`src/rtl/datapath_seq.sv`:
```
// datapath_seq
//   Parametrised accumulator datapath with a register file of NREGS x WIDTH,
//   an accumulator A, an 8-operation ALU with carry/zero flags, and a
//   three-state sequencer. One START runs the operand fetch, the ALU step and
//   an optional write-back. External loads go straight into the register file
//   while the sequencer is idle.
//
// Ports
//   CLK    rising-edge clock
//   CLR    synchronous active-low reset
//   M      external load data, slice i feeds R[i]
//   LD     per-register external load enable (idle only)
//   START  command strobe (idle only)
//   OP     ALU opcode
//   SRC    B-operand register index
//   DST    write-back register index
//   WE     write-back enable for the command
//   CIN    carry in for ADD
//   R      register file contents, slice i is R[i]
//   ACC    accumulator A
//   COUT   carry / no-borrow flag
//   ZERO   zero flag
//   BUSY   command in progress
//   DONE   one-cycle completion pulse
module datapath_seq #(
  parameter int WIDTH = 4,
  parameter int NREGS = 4,
  localparam int SELW = (NREGS > 1) ? $clog2(NREGS) : 1
) (
  input  logic                     CLK,
  input  logic                     CLR,
  input  logic [NREGS*WIDTH-1:0]   M,
  input  logic [NREGS-1:0]         LD,
  input  logic                     START,
  input  logic [2:0]               OP,
  input  logic [SELW-1:0]          SRC,
  input  logic [SELW-1:0]          DST,
  input  logic                     WE,
  input  logic                     CIN,
  output logic [NREGS*WIDTH-1:0]   R,
  output logic [WIDTH-1:0]         ACC,
  output logic                     COUT,
  output logic                     ZERO,
  output logic                     BUSY,
  output logic                     DONE
);

  typedef enum logic [1:0] {
    IDLE = 2'd0,
    EXEC = 2'd1,
    WB   = 2'd2
  } state_t;

  localparam logic [2:0] OP_PASS = 3'b000;
  localparam logic [2:0] OP_ADD  = 3'b001;
  localparam logic [2:0] OP_SUB  = 3'b010;
  localparam logic [2:0] OP_AND  = 3'b011;
  localparam logic [2:0] OP_OR   = 3'b100;
  localparam logic [2:0] OP_XOR  = 3'b101;
  localparam logic [2:0] OP_SHL  = 3'b110;
  localparam logic [2:0] OP_CLRA = 3'b111;

  state_t state;
  state_t state_next;

  logic [WIDTH-1:0] regs [NREGS];
  logic [WIDTH-1:0] acc;
  logic             cout;
  logic             zero;
  logic             busy;
  logic             done;

  logic [2:0]       op_q;
  logic [SELW-1:0]  src_q;
  logic [SELW-1:0]  dst_q;
  logic             we_q;
  logic             cin_q;

  logic [WIDTH-1:0] operand_b;
  logic [WIDTH:0]   add_sum;
  logic [WIDTH:0]   sub_sum;
  logic [WIDTH-1:0] alu_res;
  logic             alu_c;
  logic             src_ok;
  logic             dst_ok;

  // Index range checks matter only when NREGS is not a power of two.
  always_comb begin
    src_ok = (32'(src_q) < NREGS);
    dst_ok = (32'(dst_q) < NREGS);
  end

  // Sequencer next-state: a command always walks IDLE -> EXEC -> WB -> IDLE.
  always_comb begin
    state_next = state;
    case (state)
      IDLE:    if (START) state_next = EXEC;
      EXEC:    state_next = WB;
      WB:      state_next = IDLE;
      default: state_next = IDLE;
    endcase
  end

  // ALU. Subtraction is A + ~B + 1 so the carry out directly reads as
  // "no borrow". An out-of-range source index reads as zero.
  always_comb begin
    operand_b = src_ok ? regs[src_q] : '0;
    add_sum   = {1'b0, acc} + {1'b0, operand_b} + {{WIDTH{1'b0}}, cin_q};
    sub_sum   = {1'b0, acc} + {1'b0, ~operand_b} + (WIDTH+1)'(1);
    alu_res   = '0;
    alu_c     = 1'b0;
    case (op_q)
      OP_PASS: alu_res = operand_b;
      OP_ADD:  begin
        alu_res = add_sum[WIDTH-1:0];
        alu_c   = add_sum[WIDTH];
      end
      OP_SUB:  begin
        alu_res = sub_sum[WIDTH-1:0];
        alu_c   = sub_sum[WIDTH];
      end
      OP_AND:  alu_res = acc & operand_b;
      OP_OR:   alu_res = acc | operand_b;
      OP_XOR:  alu_res = acc ^ operand_b;
      OP_SHL:  begin
        alu_res = {acc[WIDTH-2:0], 1'b0};
        alu_c   = acc[WIDTH-1];
      end
      OP_CLRA: alu_res = '0;
      default: alu_res = '0;
    endcase
  end

  // State, register file, accumulator and flags. Loads and command capture
  // happen in the same idle edge, so EXEC sees a freshly loaded operand.
  // Write-back uses the accumulator value that EXEC just produced.
  always_ff @(posedge CLK) begin
    if (!CLR) begin
      state <= IDLE;
      for (int i = 0; i < NREGS; i++) regs[i] <= '0;
      acc   <= '0;
      cout  <= 1'b0;
      zero  <= 1'b0;
      busy  <= 1'b0;
      done  <= 1'b0;
      op_q  <= '0;
      src_q <= '0;
      dst_q <= '0;
      we_q  <= 1'b0;
      cin_q <= 1'b0;
    end else begin
      state <= state_next;
      done  <= 1'b0;
      case (state)
        IDLE: begin
          for (int i = 0; i < NREGS; i++) begin
            if (LD[i]) regs[i] <= M[i*WIDTH +: WIDTH];
          end
          if (START) begin
            op_q  <= OP;
            src_q <= SRC;
            dst_q <= DST;
            we_q  <= WE;
            cin_q <= CIN;
            busy  <= 1'b1;
          end
        end
        EXEC: begin
          acc  <= alu_res;
          cout <= alu_c;
          zero <= (alu_res == '0);
        end
        WB: begin
          if (we_q && dst_ok) regs[dst_q] <= acc;
          busy <= 1'b0;
          done <= 1'b1;
        end
        default: ;
      endcase
    end
  end

  // Flatten the register file onto the R bus.
  always_comb begin
    R = '0;
    for (int i = 0; i < NREGS; i++) R[i*WIDTH +: WIDTH] = regs[i];
  end

  assign ACC  = acc;
  assign COUT = cout;
  assign ZERO = zero;
  assign BUSY = busy;
  assign DONE = done;

endmodule

```
`config.mk`:
```
export PLATFORM = sky130hd
export DESIGN_NAME = datapath_seq
export DESIGN_NICKNAME = d
export VERILOG_FILES = /design/src/rtl/datapath_seq.sv
export SDC_FILE = /design/constraint.sdc
export NUM_CORES = 1
export LEC_CHECK = 0
export CAP_MARGIN = 20
export CORE_UTILIZATION = 53
export DETAILED_ROUTE_END_ITERATION = 10
export PLACE_DENSITY_LB_ADDON = 0.15
export SYNTH_ARGS = -nofsm -noshare
export SYNTH_HDL_FRONTEND = slang
export SYNTH_SLANG_ARGS = --single-unit
export TNS_END_PERCENT = 100
```
`constraint.sdc`:
```
create_clock -name CLK -period 7.46 [get_ports CLK]
set_input_delay 1.119 -clock CLK [delete_from_list [all_inputs] [get_ports CLK]]
set_output_delay 1.119 -clock CLK [all_outputs]
set_load 0.01 [all_outputs]
```
==> impl_metrics.env <==
export IMPL_outcome="finished clean"
export IMPL_synth_top_flop_cell="dfxtp_1"
export IMPL_clock_fmax_mhz=338
export IMPL_antennaDiodeCount=0
export IMPL_peakVddDrop_mv=0.132
export IMPL_met2_length_um=2690
export IMPL_dpl_hpwl_um=4420
export IMPL_final_hold_worst_slack_ns=0.470
export IMPL_placement_io_buffers=55
export IMPL_syn2layout_area_growth_pct=29.2
export IMPL_p_per_area_mw_per_mm2=179
export IMPL_coreArea_sq_mm=0.00403
export IMPL_max_cap_violations=0
export IMPL_synth_top_cells_by_area="edfxtp_1 (22%), dfxtp_1 (19%), ha_1 (7.9%)"
export IMPL_detailroute_via_count=1925
export IMPL_gp_routability_congestion=0.925
export IMPL_hold_violations=0
export IMPL_worst_ep_arrival_time_ns=3.14
export IMPL_hold_buffers=0
export IMPL_overflow=0
export IMPL_netlist_area_sq_mm=0.00223
export IMPL_clk_pin_slew_worst_paths_ns=0.06
export IMPL_final_period_utilization=0.396
export IMPL_synth_top_area_share=0.216
export IMPL_row_count=23
export IMPL_synth_edff_count=16
export IMPL_seq_area_frac_synth=0.405
export IMPL_detail_route_wl_per_cell_um=17.0
export IMPL_layout_min_cycle_time_ns=2.96
export IMPL_syn_mean_instance_area_sq_um=10.1
export IMPL_yosysMostFrequentCell="nand2_1"
export IMPL_wl_um=5540
export IMPL_number_of_iterations_in_the_first_detailed_routing_pass=4
export IMPL_cts_tree="yes"
export IMPL_synth_top_cell_by_area="edfxtp_1"
export IMPL_setup_repair_after_global_routing_missed_its_margin="no"
export IMPL_synthesis_yosys_warnings=0
export IMPL_cts_max_level=2
export IMPL_clk_root_buffer_cell="clkbuf_8"
export IMPL_max_slew_margin=0.554
export IMPL_clock_sinks=37
export IMPL_highest_layer="met4"
export IMPL_drc=0
export IMPL_dp_cells=317
export IMPL_cts_inserted_buffers=5
export IMPL_ys_ff_latch=37
export IMPL_synth_async_reset_ratio=0
export IMPL_finalMaxSlewViolations=0
export IMPL_critical_path_required_ns=7.64
export IMPL_setup_violations_final=0
export IMPL_antenna_left=0
export IMPL_end_kind="flop"
export IMPL_finClkSkew_ns=0.00505
export IMPL_cp_start_kind="flop"
export IMPL_first_pass_grt_wire_length_um=8850
export IMPL_syn_inst=221
export IMPL_first_global_vias=1807
export IMPL_insertion_delay_to_the_later_sink_of_the_worst_skew_pair_ns=0.28
export IMPL_drive_gt1_frac=0.0473
export IMPL_timing_hold_worst_class="reg -> reg"
export IMPL_worst_slew_pin_transition_ns=0.669
export IMPL_die_h_um=66.8
export IMPL_die_width_um=66.8
export IMPL_io_pins=56
export IMPL_final_util=0.714
export IMPL_net_count_synth=270
export IMPL_die_area_sq_mm=0.00446
export IMPL_met3_wirelength_um=289
export IMPL_grt_use_total=0.273
export IMPL_clockBufferDepth=2
export IMPL_grt_start_max_net_pins=20
export IMPL_finalNetCount=323
export IMPL_post_synth_most_frequent_cells="nand2_1 (26), dfxtp_1 (21), a22o_1 (16), edfxtp_1 (16)"
export IMPL_report_power_total_uw=514
export IMPL_initial_core_util=0.552
export IMPL_cts_repair_resized=0
export IMPL_synth_cell_types=47
export IMPL_layout_cells_non_filler=325
export IMPL_detail_route_vias_per_cell=5.92
export IMPL_metal1_wirelength_um=2540
export IMPL_worstSetupPathType="reg -> reg"
export IMPL_detail_route_iter0_violations=153
export IMPL_power_leakage_uw=0.00114
export IMPL_cp_max_fo=5
export IMPL_post_cts_repair_setup_buffers=0
export IMPL_accumulated_negative_setup_slack_ns=0
export IMPL_antenna_found_initial=0
## sequential cells by signal, indices dropped and copies added, names as in the netlist, named ones only
name   cells
COUT       1
regs      16
cin_q      1
BUSY       1
src_q      2
we_q       1
op_q       3
DONE       1
state      2
dst_q      2
ACC        4
ZERO       1
## path summary, 6_finish.rpt
check        startpoint  endpoint  slack, ns  depth (start not counted)
min reg2reg    src_q[0]      flop       0.47                          2
max                flop      ZERO       4.50                         10
min            src_q[0]      flop       0.47                          2
max reg2reg        flop      ZERO       4.50                         10
## cell type report
class / count / area [sq um]
inverters: 14 / 52.6
multi-input cells: 161 / 1220
flip-flops and latches: 37 / 901
repair buffers: 55 / 551
fillers: 328 / 1150
well taps: 50 / 62.6
clock buffers: 8 / 90.1
## cells by family after synthesis
family | Yosys count | synth area share
fa+ha+maj | 17 | 0.106
xor+xnor | 1 | 0.00394
simple gates | 72 | 0.168
buf+inv | 23 | 0.0472
compound gates | 61 | 0.209
flops | 37 | 0.405
mux | 10 | 0.0624
## report_power, final
group          switching [uW]  internal (uW)  total [uW]
logic                    61.7           69.0         131
registers                19.0            227         246
clock network            62.8           75.2         138
total                     143            371         514
## layout by cell type, fill, tap and decap left out, types with 5 or more instances in the layout
cell type / count
nor2_1: 8
nand2_1: 26
inv_1: 12
dfxtp_1: 21
a21oi_1: 14
clkdlybuf4s50_1: 55
mux2i_1: 6
clkbuf_8: 6
edfxtp_1: 16
nor2b_1: 12
a22o_1: 16
ha_1: 14
and3_1: 5
## stage by stage
| step | instance area (sq um) | setup slack, ns |
|---|---|---|
| finish | 2880 | 4.50 |
| global route | 2880 | 4.28 |
| CTS | 2880 | 4.51 |
| detailed placement | 2790 | 4.33 |
| global placement | 2790 | 4.42 |
| floorplan | 2230 | 4.91 |
## routing by layer
layer,vias up,global-route usage
met3,4,0.0411
met4,0,0.0532
met2,68,0.443
li1,920,-
met5,-,0
met1,933,0.385
## worst max-delay path, cell delays in order, from the launching register on
cell	delay (ns)
dfxtp_1	0.47
mux2i_1	0.30
mux2_2	0.23
inv_1	0.09
fa_1	0.41
fa_1	0.40
nor2b_1	0.16
xnor2_1	0.16
a221oi_2	0.28
nand3_1	0.13
o41ai_1	0.23
Power figures use the tool's default switching activity.
